### src/rtl/sha_msg_padder.sv
// rtl/sha_msg_padder.sv - byte stream to padded, big-endian SHA message blocks
// Bytes (message, 0x80, zero fill, bit length) are packed into words as they arrive.
module sha_msg_padder #(
   parameter int WORD_BYTES = 4,
   parameter int LEN_W      = 64
) (
   input  logic                    i_clk,
   input  logic                    i_rst,
   input  logic                    i_byte_valid,
   input  logic [7:0]              i_byte_data,
   input  logic                    i_byte_last,
   output logic                    o_byte_ready,
   output logic                    o_word_valid,
   output logic [8*WORD_BYTES-1:0] o_word_data,
   output logic                    o_word_first,
   output logic [3:0]              o_word_idx,
   output logic                    o_word_last,
   input  logic                    i_word_ready
);

   localparam int B      = 16 * WORD_BYTES;
   localparam int L      = LEN_W / 8;
   localparam int BPOS_W = $clog2(B);
   localparam int LANE_W = $clog2(WORD_BYTES);
   localparam int LK_W   = $clog2(L);
   localparam logic [BPOS_W-1:0] LEN_POS = BPOS_W'(B - L);

   typedef enum logic [1:0] {S_DATA, S_PAD80, S_ZERO, S_LEN} state_t;

   state_t                  r_state;
   state_t                  w_state_nx;
   logic [8*WORD_BYTES-9:0] r_asm;
   logic [BPOS_W-1:0]       r_bpos;
   logic [LEN_W-4:0]        r_mcnt;

   logic                    w_lane_last;
   logic                    w_advance;
   logic                    w_consume;
   logic                    w_len_end;
   logic [7:0]              w_src;
   logic [BPOS_W-1:0]       w_bpos_nx;
   logic [LEN_W-1:0]        w_len;
   logic [LK_W-1:0]         w_lk;

   // The completing byte of a word may only land when the output register can take it.
   assign w_lane_last = &r_bpos[LANE_W-1:0];
   assign w_advance   = !w_lane_last || !o_word_valid || i_word_ready;
   assign w_bpos_nx   = r_bpos + 1'b1;
   assign w_len       = {r_mcnt, 3'b000};
   assign w_lk        = ~r_bpos[LK_W-1:0];
   assign w_len_end   = (r_state == S_LEN) && (&r_bpos);

   always_ff @(posedge i_clk) begin
      if (i_rst) begin
         r_state <= S_DATA;
      end else begin
         r_state <= w_state_nx;
      end
   end

   always_comb begin
      w_state_nx = r_state;
      if (w_consume) begin
         case (r_state)
            S_DATA:          if (i_byte_last) w_state_nx = S_PAD80;
            S_PAD80, S_ZERO: w_state_nx = (w_bpos_nx == LEN_POS) ? S_LEN : S_ZERO;
            S_LEN:           if (&r_bpos) w_state_nx = S_DATA;
            default:         w_state_nx = S_DATA;
         endcase
      end
   end

   // Length bytes go out MSB first: position B-L carries byte L-1 of the length.
   always_comb begin
      o_byte_ready = 1'b0;
      w_consume    = 1'b0;
      w_src        = 8'h00;
      case (r_state)
         S_DATA: begin
            o_byte_ready = !i_rst && w_advance;
            w_consume    = o_byte_ready && i_byte_valid;
            w_src        = i_byte_data;
         end
         S_PAD80: begin
            w_consume = w_advance;
            w_src     = 8'h80;
         end
         S_ZERO: begin
            w_consume = w_advance;
         end
         S_LEN: begin
            w_consume = w_advance;
            w_src     = w_len[{w_lk, 3'b000} +: 8];
         end
         default: begin
            w_consume = 1'b0;
         end
      endcase
   end

   always_ff @(posedge i_clk) begin
      if (i_rst) begin
         r_asm        <= '0;
         r_bpos       <= '0;
         r_mcnt       <= '0;
         o_word_valid <= 1'b0;
         o_word_data  <= '0;
         o_word_first <= 1'b0;
         o_word_idx   <= '0;
         o_word_last  <= 1'b0;
      end else begin
         if (w_consume) begin
            r_asm  <= {r_asm[8*WORD_BYTES-17:0], w_src};
            r_bpos <= w_bpos_nx;
            if (r_state == S_DATA) begin
               r_mcnt <= r_mcnt + 1'b1;
            end else if (w_len_end) begin
               r_mcnt <= '0;
            end
         end
         if (w_consume && w_lane_last) begin
            o_word_valid <= 1'b1;
            o_word_data  <= {r_asm, w_src};
            o_word_idx   <= r_bpos[BPOS_W-1:LANE_W];
            o_word_first <= (r_bpos[BPOS_W-1:LANE_W] == '0);
            o_word_last  <= w_len_end;
         end else if (i_word_ready) begin
            o_word_valid <= 1'b0;
         end
      end
   end

endmodule

### config.mk
export PLATFORM = sky130hd
export DESIGN_NAME = sha_msg_padder
export DESIGN_NICKNAME = d
export VERILOG_FILES = /design/src/rtl/sha_msg_padder.sv
export SDC_FILE = /design/constraint.sdc
export NUM_CORES = 1
export LEC_CHECK = 0
export ABC_AREA = 1
export BUFFER_PORTS_ARGS = -buffer_cell sky130_fd_sc_hd__buf_2
export CORE_MARGIN = 1.5
export CORE_UTILIZATION = 25
export DETAILED_ROUTE_END_ITERATION = 8
export PLACE_DENSITY_LB_ADDON = 0.1
export SETUP_SLACK_MARGIN = 0.02
export SYNTH_ARGS = -nofsm -noshare
export SYNTH_HDL_FRONTEND = slang
export SYNTH_SLANG_ARGS = --single-unit
### constraint.sdc
create_clock -name i_clk -period 1.72 [get_ports i_clk]
set_input_delay 0.258 -clock i_clk [delete_from_list [all_inputs] [get_ports i_clk]]
set_output_delay 0.258 -clock i_clk [all_outputs]
set_load 0.05 [all_outputs]
==> run_results.csv, run 1 <==
group,metric,value,unit
sta,slew_viol_final,0,
synthesis,yosysTopAreaCellShare,39.2,%
worst_hold_path,min_path_type,"input pin to flip-flop",
global_route,grt_max_degree,46,
sta,tns,-7.13,ps
synthesis,ys_seq_elements,132,
cts,numCtsBuffers,17,
critical_path,slowest_stage,"dfxtp_2",
synthesis,syn_nets,1067,
outcome,failed_checks,"setup timing",
pwr,p_sw,4.74,mW
cts,cts_tree,"yes",
layout,final_layout_size_suffix_gt1_share,28.2,%
sta,worstMarginPinSlew,447,ps
outcome,status,"complete, but fails checks",
routing,wire_per_inst,15.9,um
synthesis,synth_area,6750,um2
routing,drtAntennaViolNets,0,
pwr,p_sw_share,38.6,%
placement,globalplace.congestion,0.784,
sta,fmax,579,MHz
synthesis,yosysUniqueCellTypes,35,
floorplan,die_y,167,um
sta,setup_slack,-7.05,ps
global_route,grt_overflow_total,0,
routing,route.detailed.drc,0,
sta,fin_crit_sh,100,%
placement,pre_cts_slack,-160,ps
cts,htree_levels,4,
synthesis,yosysMostFrequentCell,"nand2_1",
layout,post-route-util,36.6,%
critical_path,worstPathRequired,2040,ps
synthesis,synth_area_leaders,"dfxtp_1 39%, nand2_1 14%, nor2_1 10%",
global_route,grt_use_met1,24.2,%
critical_path,r2r_cells,10,
sta,min_period,1730,ps
critical_path,critical_path.max_fanout,7,
synthesis,ys.flop_type,"dfxtp_1",
pwr,clkPwrFrac,32.4,%
synthesis,ys_seq_area_share,39.2,%
pwr,power_density,1280,nW/um2
floorplan,core_area,26300,um2
critical_path,crit_end,"r_mcnt[22]",
layout,fin_nets,1255,
layout,stdcell_count,1584,
global_route,met3_usage,2.62,%
cts,hold_buffers,0,
cts,ctsRootBufferMaster,"clkbuf_16",
critical_path,critPathMaxStageDelay,350,ps
pwr,combPwrFrac,37.7,%
global_route,grt_busiest_layer,"met2",
synthesis,netlist_top_cells_count,"259 x nand2_1, 181 x nor2_1, 132 x dfxtp_1, 102 x inv_1, 84 x a21oi_1",
placement,port_buffers,52,
cts,clock-sinks,132,
critical_path,path_cells,"ha_4, nand2_4, nor2_4, nand3_4, a21oi_4, buf_12, clkbuf_16, nand3_1, o21ai_1, nor2_1",
pwr,p_int,7.54,mW
layout,area_delta_synth_final,42.7,%
global_route,grt_pass1_wl,37.8,mm
critical_path,critPathLaunchType,"flip-flop",
floorplan,dieArea,28000,um2
cts,cts_buffer_depth,2,
synthesis,syn_area_per_cell,6.44,um2
pwr,ir_worst_vdd,0.636,mV
sta,whs,139,ps
pwr,p_seq_share,30.0,%
critical_path,worstSetupPathType,"flip-flop to flip-flop",
synthesis,synthArstFlopShare,0,%
synthesis,syn_inst,1048,
floorplan,row_count,59,
sta,setup_viol,2,
layout,diodes,0,
sta,rsz0062_at_grt,"true",
critical_path,cp-startpoint,"r_bpos[0]",
layout,fill_cells,2922,
sta,clock_skew,15.4,ps
placement,hpwlAfterDp,18.4,mm
synthesis,yosysWarnings,0,
floorplan,die_w,167,um
critical_path,end_kind,"flip-flop",
flow_run,maxCapViolations,0,
routing,wl,25.3,mm
cts,clock_latency,430,ps
synthesis,synth_top_area_cell,"dfxtp_1",
global_route,grt_usage,17.6,%
critical_path,reg2reg_from,"r_bpos[0]",
critical_path,arrival,2040,ps
global_route,gr-usage-met2,28.7,%
routing,first_pass_iters,4,
sta,hold_violations,0,
global_route,grt_pass1_vias,6727,
synthesis,synth_edf_count,0,
placement,dpl.cell_count,1536,
routing,dr.first_iter.drc_count,418,
pwr,power_leakage,3.96,nW
critical_path,r2r_slack,-7,ps
routing,vias_per_cell,4.58,
routing,vias,7260,
critical_path,reg2reg_to,"r_mcnt[22]",
floorplan,initial_core_util,25.7,%
cts,clkSlewWorstSetupHoldPaths,60,ps
floorplan,io_pins,53,
sta,slew_headroom,70.2,%
global_route,antenna_found_initial,0,
-- cell type report --
type                       count  area (um2)  area share, %
inverter                     106         408           4.24
tap                          335         419           4.35
timing repair buffer         213        1660           17.2
clock inverter                14         193           2.00
clock buffer                  18         429           4.46
sequential                   132        2670           27.7
multi-input combinational    766        3850           40.0
-- critical path: cells and delay by family (launching register included) --
family | cells | cell delay [ps]
AND/OR/NAND/NOR | 5 | 420
AO/OA/AOI/OAI | 2 | 360
buffers and inverters | 2 | 320
flip-flops | 1 | 350
adder cells (fa/ha/maj) | 1 | 170
-- per-layer routing --
layer  share of wire (%)  vias to the layer above
li1                    -                     3769
met1                  50                     3374
met2                  46                       99
met3                 2.5                       18
met4                 1.2                        0
met5                   0                        -
-- layout by cell type, fill, tap and decap left out, types with 4 or more instances in the layout --
cell | Yosys | layout
nand2_1 | 259 | 251
nor2_1 | 181 | 146
buf_4 | 3 | 140
dfxtp_1 | 132 | 113
inv_1 | 102 | 98
a21oi_1 | 84 | 84
nand3_1 | 82 | 67
o21ai_0 | 59 | 52
buf_2 | 15 | 51
nor2_2 | 5 | 26
o211ai_1 | 22 | 22
clkbuf_16 | 0 | 19
dfxtp_2 | 0 | 18
nand4_1 | 16 | 16
nor3_1 | 19 | 16
nor2_4 | 1 | 15
nand3_2 | 1 | 14
o21ai_1 | 7 | 12
buf_6 | 3 | 9
nand2_2 | 3 | 8
buf_12 | 0 | 7
inv_2 | 3 | 4
clkinv_4 | 0 | 4
a31oi_1 | 4 | 4
inv_6 | 0 | 4
buf_8 | 0 | 4
-- power by group through the flow --
| stage | Combinational (mW) | Clock (mW) | Sequential, mW |
|---|---|---|---|
| finish | 4.62 | 3.97 | 3.68 |
| global route | 4.98 | 4.20 | 3.73 |
| CTS | 4.03 | 4.08 | 3.68 |
| detailed placement | 3.78 | 0 | 3.74 |
| global placement | 3.77 | 0 | 3.73 |
| floorplan | 2.14 | 0 | 3.88 |
-- cells by family (layout without fill, tap and decap cells) --
group	Yosys count	count (layout)	synth area share (%)
compound gates	181	181	14.7
xor+xnor	2	2	0.260
fa+ha+maj	6	6	1.11
buf+inv	150	351	9.13
flops	132	132	39.2
simple gates	577	577	35.6
-- registers in the layout, summed over array words and instances (netlist names) --
name and count:
o_word_data 32, r_bpos 6, o_word_valid 1, r_state 2, o_word_first 1, o_word_last 1, o_word_idx 4, r_mcnt 61
r_asm 24
-- worst min-delay path by stage --
stage	from	end	slack [ps]	cells after the start
CTS	i_word_ready	o_word_valid	110	4
global route	i_word_ready	o_word_valid	140	4
detailed placement	o_word_data[28]	o_word_data[28]	450	2
floorplan	i_word_ready	o_word_valid	430	3
finish	i_word_ready	o_word_valid	140	4
global placement	o_word_data[22]	o_word_data[22]	450	2
-- timing repair --
action	in CTS	in global routing
gates resized for setup	51	87
pin swaps	10	26
endpoints found under the setup margin	76	101
gates cloned	0	4
setup buffers	7	5
-- through the flow --
stage | power, mW | area [um2]
global placement | 7.51 | 8400
floorplan | 6.02 | 6780
finish | 12.3 | 9630
global route | 12.9 | 9630
detailed placement | 7.52 | 8400
CTS | 11.8 | 9230
(Power assumes the default switching activity.)
==> inputs of run 2 (changes only) <==
ABC_AREA = default   (was 1)
clock period = 1.4 ns   (was 1.72 ns; I/O delays follow)
==> run 2 against run 1 <==
  * The flow still finishes with violations (setup timing)
  * Wire length shrank 7.0%
  * Utilization grew 4.0 points
  * Synthesized cell count shrank 28%
  * Critical endpoint is now r_mcnt[23]
  * Synthesized area shrank 7.7%
  * Design area grew 2.9%
  * Total power shrank 13%
  * Clock skew shrank 6.3 ps
  * Setup slack lost 760 ps
  * Global-route usage grew 0.83 points
  * First-iteration DRC count shrank 13%
==> run_results.csv, run 2 <==
group,metric,value,unit
outcome,status,"complete, but fails checks",
outcome,failed_checks,"setup timing",
sta,slew_viol_final,0,
layout,largest_reg_flops,61,
routing,wl,23.5,mm
critical_path,path_delay_family,"simple AND/OR/NAND/NOR gates",
sta,clock_skew,9.17,ps
floorplan,initial_core_util,25.5,%
critical_path,end_kind,"flip-flop",
synthesis,synthArstFlopShare,0,%
placement,port_buffers,52,
global_route,grt_pass1_vias,6677,
cts,hold_buffers,0,
layout,stdcell_count,1334,
placement,dpl_cell_area,8260,um2
sta,setup_viol,133,
layout,regMostFlops,"r_mcnt",
sta,worstMarginPinSlew,942,ps
critical_path,critical_path.max_fanout,6,
synthesis,synth_edf_count,0,
floorplan,dieArea,25800,um2
layout,diodes,0,
routing,vias,6567,
critical_path,slowest_stage,"or3_4",
routing,route.detailed.drc,0,
routing,top_layer,"met4",
critical_path,cpMostUsedCell,"buf_6",
floorplan,core_area,24400,um2
sta,fmax,461,MHz
global_route,grt_overflow_total,0,
critical_path,reg2reg_to,"r_mcnt[23]",
sta,fin_crit_sh,155,%
sta,slew_headroom,37.2,%
routing,first_pass_iters,4,
critical_path,arrival,2530,ps
layout,reg_top3,"r_mcnt: 61 flops, o_word_data: 32 flops, r_asm: 24 flops",
floorplan,row_count,57,
cts,numCtsBuffers,17,
cts,ctsRootBufferMaster,"clkbuf_16",
sta,min_period,2170,ps
floorplan,die_w,161,um
layout,area_delta_synth_final,59.1,%
worst_hold_path,min_path_type,"input pin to flip-flop",
critical_path,critPathLaunchType,"flip-flop",
sta,rsz0062_at_grt,"true",
critical_path,critical_path_buf_inv_count,4,
global_route,grt_pass1_wl,36.7,mm
floorplan,io_pins,53,
synthesis,syn_nets,769,
sta,setup_slack,-767,ps
critical_path,r2r_slack,-770,ps
layout,multi_input_area,3850,um2
synthesis,netlist_top_cells_count,"142 x nand2_1, 132 x dfxtp_1, 98 x a21oi_1, 57 x nor2_1, 40 x clkbuf_1",
floorplan,die_y,161,um
synthesis,yosysTopAreaCellShare,42.5,%
layout,seqCellArea,2660,um2
routing,wl_met1,11.3,mm
synthesis,ys_seq_area_share,42.5,%
critical_path,r2r_cells,10,
global_route,grt_usage,18.4,%
critical_path,reg2reg_from,"r_bpos[0]",
placement,globalplace.congestion,0.808,
cts,cts_buffer_depth,2,
routing,dr.first_iter.drc_count,362,
layout,final_common_cell,"buf_4",
cts,clock_latency,430,ps
routing,wire_per_inst,17.6,um
synthesis,yosysUniqueCellTypes,47,
pwr,ir_worst_vdd,0.847,mV
layout,final_layout_size_suffix_gt1_share,43.6,%
worst_hold_path,hold_path_end,"o_word_data[2]",
placement,pre_cts_slack,-761,ps
synthesis,synth_top_area_cell,"dfxtp_1",
placement,dpl.cell_count,1260,
synthesis,syn_area_per_cell,8.30,um2
cts,cts_tree,"yes",
synthesis,ys_seq_elements,132,
synthesis,synth_area,6220,um2
synthesis,ys.flop_type,"dfxtp_1",
cts,clock-sinks,132,
layout,fin_nets,1016,
routing,wl_met2,11.4,mm
layout,fin_area,9900,um2
sta,hold_violations,0,
synthesis,yosysMostFrequentCell,"nand2_1",
worst_hold_path,min_path_cells,3,
layout,layout_common_cells,"181 x buf_4, 121 x dfxtp_1, 116 x nand2_1, 66 x a21oi_1, 53 x nor2_1",
routing,route.met3.wl,643,um
worst_hold_path,min_from,"i_byte_data[2]",
pwr,power_density,1080,nW/um2
flow_run,maxCapViolations,0,
critical_path,critPathMaxStageDelay,360,ps
critical_path,path_cells,"ha_4, and3b_2, a2111oi_4, buf_6, buf_6, buf_4, nand3_4, buf_6, or3_4, a21oi_2",
pwr,power_leakage,3.72,nW
routing,vias_per_cell,4.92,
critical_path,worstSetupPathType,"flip-flop to flip-flop",
layout,fill_cells,2486,
global_route,antenna_found_initial,0,
synthesis,syn_inst,750,
synthesis,synth_area_leaders,"dfxtp_1 42%, nand2_1 8.6%, a21oi_1 7.9%",
placement,hpwlAfterDp,15.6,mm
global_route,grt_max_degree,76,
sta,tns,-79570,ps
cts,clkSlewWorstSetupHoldPaths,70,ps
cts,htree_levels,4,
synthesis,yosysWarnings,0,
routing,drtAntennaViolNets,0,
critical_path,worstPathRequired,1760,ps
run 2: cell types whose count changed in the layout (fill, tap and decap cells not counted), sizes merged, moves of 21 or more:
cell / previous run / this run
nor2: 187 / 57
nand3: 83 / 24
inv: 111 / 17
o21ai: 67 / 26
o211ai: 22 / 1
buf: 211 / 277
or4: 0 / 21
or3: 0 / 25
nand2: 263 / 142
run 2: timing repair:
action                     4_1_cts  5_1_grt
cloned                          10        1
pin swaps                       50       34
buffers inserted                25        9
resized for setup               85       69
setup endpoints to repair      133      134
run 2: how the worst max path moves through the flow:
stage	to	depth (start not counted)	start	slack, ps
3_3_place_gp	r_mcnt[40]	7	r_state[0]	-730
5_1_grt	r_mcnt[39]	8	r_bpos[0]	-850
3_5_place_dp	r_mcnt[44]	7	r_state[0]	-760
4_1_cts	r_mcnt[31]	8	r_bpos[0]	-680
2_1_floorplan	r_mcnt[56]	9	r_bpos[0]	-720
6_report	r_mcnt[23]	10	r_bpos[0]	-770
run 2: worst reg2reg max path, cell delays in order, from the launching register on:
cell	delay [ps]
dfxtp_2	330
ha_4	160
and3b_2	220
a2111oi_4	220
buf_6	190
buf_6	130
buf_4	120
nand3_4	80
buf_6	150
or3_4	360
a21oi_2	130
run 2: power by group:
part / switching, mW / internal (mW)
clock: 2.08 / 2.39
combinational: 1.17 / 1.06
sequential: 0.140 / 3.90
run 2: through the flow:
stage               hold slack [ps]  total power [mW]  util (%)
global placement                443              5.61      33.9
finish                         80.1              10.7      40.6
CTS                            62.0              10.7      39.3
floorplan                       372              5.05         -
global route                   83.3              11.2      40.6
detailed placement              442              5.64      33.9
run 2: metal layers:
layer	vias up	track usage [%]
met5	-	0
met4	0	4.17
met3	17	3.87
met2	73	30.7
met1	3246	24.4
li1	3231	-
run 2: cell type report:
cell class | count | area share [%]
clock buffer | 17 | 4.30
clock inverter | 15 | 1.55
multi-input combinational | 561 | 38.9
tap | 324 | 4.09
sequential | 132 | 26.9
inverter | 6 | 0.227
timing repair buffer | 279 | 24.1
run 2: cell families (layout without fill, tap and decap cells):
family                   after synthesis  after routing  share of synthesized area [%]
XOR/XNOR                              19             19                           2.67
AND/OR/NAND/NOR                      342            343                           26.9
flip-flops                           132            132                           42.5
buffers and inverters                 58            317                           3.84
multiplexers                          25             25                           6.84
adder cells (fa/ha/maj)                6              6                           1.21
AO/OA/AOI/OAI                        168            168                           16.0
==> inputs of run 3 (changes only) <==
CORE_MARGIN = default   (was 1.5)
clock period = 2.1 ns   (was 1.4 ns; I/O delays follow)
==> run 3 against run 2 <==
  * The run still ends with setup timing left
  * Cell count is 8.7% lower
  * Die area fell by 1.2%
  * Register-to-register slack better by 750 ps
  * Clock power fell by 34%
  * Hold slack better by 88 ps
  * Wire length down 11%
  * First-iteration DRC count shrank 10%
  * Highest routed layer unchanged
==> run_results.csv, run 3 (synthesis results as in run 2) <==
group,metric,value,unit
outcome,status,"complete, but fails checks",
outcome,failed_checks,"setup timing",
critical_path,worstSetupPathType,"flip-flop to flip-flop",
pwr,power,6.62,mW
routing,drtAntennaViolNets,0,
cts,cts_buffer_depth,2,
layout,diodes,0,
critical_path,cpMostUsedCell,"buf_6",
global_route,grt_max_degree,76,
layout,fin_area,8380,um2
cts,clock-sinks,132,
layout,layout_common_cells,"141 x nand2_1, 128 x dfxtp_1, 97 x buf_4, 96 x a21oi_1, 56 x nor2_1",
critical_path,reg2reg_to,"r_mcnt[35]",
critical_path,path_delay_family,"simple AND/OR/NAND/NOR gates",
routing,first_pass_iters,5,
placement,hpwlAfterDp,14.4,mm
floorplan,core_area,24400,um2
flow_run,maxCapViolations,0,
global_route,grt_pass1_vias,5869,
layout,reg_top3,"r_mcnt: 61 flops, o_word_data: 32 flops, r_asm: 24 flops",
critical_path,r2r_cells,8,
sta,hold_violations,0,
critical_path,critPathMaxStageDelay,390,ps
sta,tns,-45.4,ps
cts,numCtsBuffers,17,
layout,fin_nets,900,
sta,clock_skew,11.9,ps
cts,ctsRootBufferMaster,"clkbuf_16",
sta,min_period,2120,ps
critical_path,critical_path.max_fanout,8,
critical_path,critPathLaunchType,"flip-flop",
routing,route.detailed.drc,0,
layout,fill_cells,2611,
global_route,grt_overflow_total,0,
routing,vias_per_cell,4.99,
sta,setup_slack,-18.9,ps
worst_hold_path,hold_path_end,"o_word_valid",
floorplan,die_w,160,um
worst_hold_path,min_path_type,"input pin to flip-flop",
sta,rsz0062_at_grt,"true",
placement,dpl.cell_count,1174,
cts,htree_levels,4,
pwr,ir_worst_vdd,0.575,mV
layout,stdcell_count,1218,
placement,port_buffers,52,
sta,fmax,472,MHz
sta,slew_viol_final,0,
layout,final_common_cell,"nand2_1",
sta,slew_headroom,43.9,%
sta,fin_crit_sh,101,%
sta,worstMarginPinSlew,841,ps
pwr,power_leakage,2.94,nW
layout,post-route-util,34.3,%
pwr,power_density,791,nW/um2
routing,vias,6073,
placement,globalplace.congestion,0.791,
layout,area_delta_synth_final,34.6,%
routing,dr.first_iter.drc_count,324,
worst_hold_path,min_from,"i_word_ready",
critical_path,reg2reg_from,"r_bpos[0]",
global_route,antenna_found_initial,0,
cts,cts_tree,"yes",
critical_path,path_cells,"ha_4, and3b_2, a2111oi_4, buf_6, buf_6, nand4_1, or3_1, a21oi_1",
global_route,grt_usage,16.2,%
floorplan,dieArea,25500,um2
critical_path,slowest_stage,"or3_1",
sta,setup_viol,3,
worst_hold_path,min_path_cells,3,
floorplan,row_count,57,
critical_path,end_kind,"flip-flop",
critical_path,critical_path_buf_inv_count,2,
critical_path,r2r_slack,-20,ps
layout,final_layout_size_suffix_gt1_share,27.3,%
global_route,grt_pass1_wl,32.2,mm
floorplan,initial_core_util,25.5,%
critical_path,arrival,2470,ps
layout,regMostFlops,"r_mcnt",
cts,clkSlewWorstSetupHoldPaths,70,ps
placement,pre_cts_slack,-148,ps
floorplan,io_pins,53,
routing,wl,20.8,mm
layout,largest_reg_flops,61,
routing,wire_per_inst,17.1,um
placement,dpl_cell_area,7520,um2
sta,whs,168,ps
critical_path,worstPathRequired,2450,ps
cts,clock_latency,420,ps
floorplan,die_y,160,um
run 3: cell types whose count changed in the layout (fill, tap and decap cells not counted), moves of 17 or more:
cell     before  now
a21oi_1      66   96
buf_6        24    7
buf_4       181   97
nand2_1     116  141
a21oi_2      31    1
nand2_2      22    1
run 3: layout make-up:
class / instances / area [um2] / share of cell area [%]
timing repair buffer: 162 / 1210 / 14.4
clock buffer: 17 / 425 / 5.08
clock inverter: 15 / 163 / 1.94
multi-input combinational: 562 / 3500 / 41.8
tap: 324 / 405 / 4.84
sequential: 132 / 2650 / 31.6
inverter: 6 / 22.5 / 0.269
run 3: what timing repair did:
item                       4_1_cts  5_1_grt
gates cloned                     1        3
buffers inserted                 3        5
pin swaps                       11       19
hold buffers                     0        0
gates resized for setup         15       20
setup endpoints to repair       38       57
run 3: worst min-delay path, stage by stage:
cell and delay (ps):
buf_2 90, nand2b_1 90, a21oi_1 50
run 3: metal layers:
layer	vias up	wire [um]	share of wire [%]	track usage (%)
li1	2996	-	-	-
met2	116	9560	46	25.6
met5	-	0	0	0
met4	0	304	1.5	5.41
met3	16	847	4.1	3.69
met1	2945	10100	49	21.7
run 3: worst max-delay path by stage:
stage / start / endpoint / slack [ps] / depth (start not counted)
6_report: r_bpos[0] / r_mcnt[35] / -20 / 8
5_1_grt: r_bpos[0] / r_mcnt[39] / -130 / 8
4_1_cts: r_bpos[0] / r_mcnt[29] / -40 / 8
3_5_place_dp: i_rst / r_mcnt[60] / -150 / 7
3_3_place_gp: i_rst / r_mcnt[56] / -140 / 7
2_1_floorplan: r_bpos[0] / r_mcnt[56] / -20 / 9
run 3: report_power, final:
group          internal, mW  leakage [nW]  switching, mW
clock                  1.59         0.285           1.36
combinational         0.387          1.59          0.607
sequential             2.60          1.07         0.0826
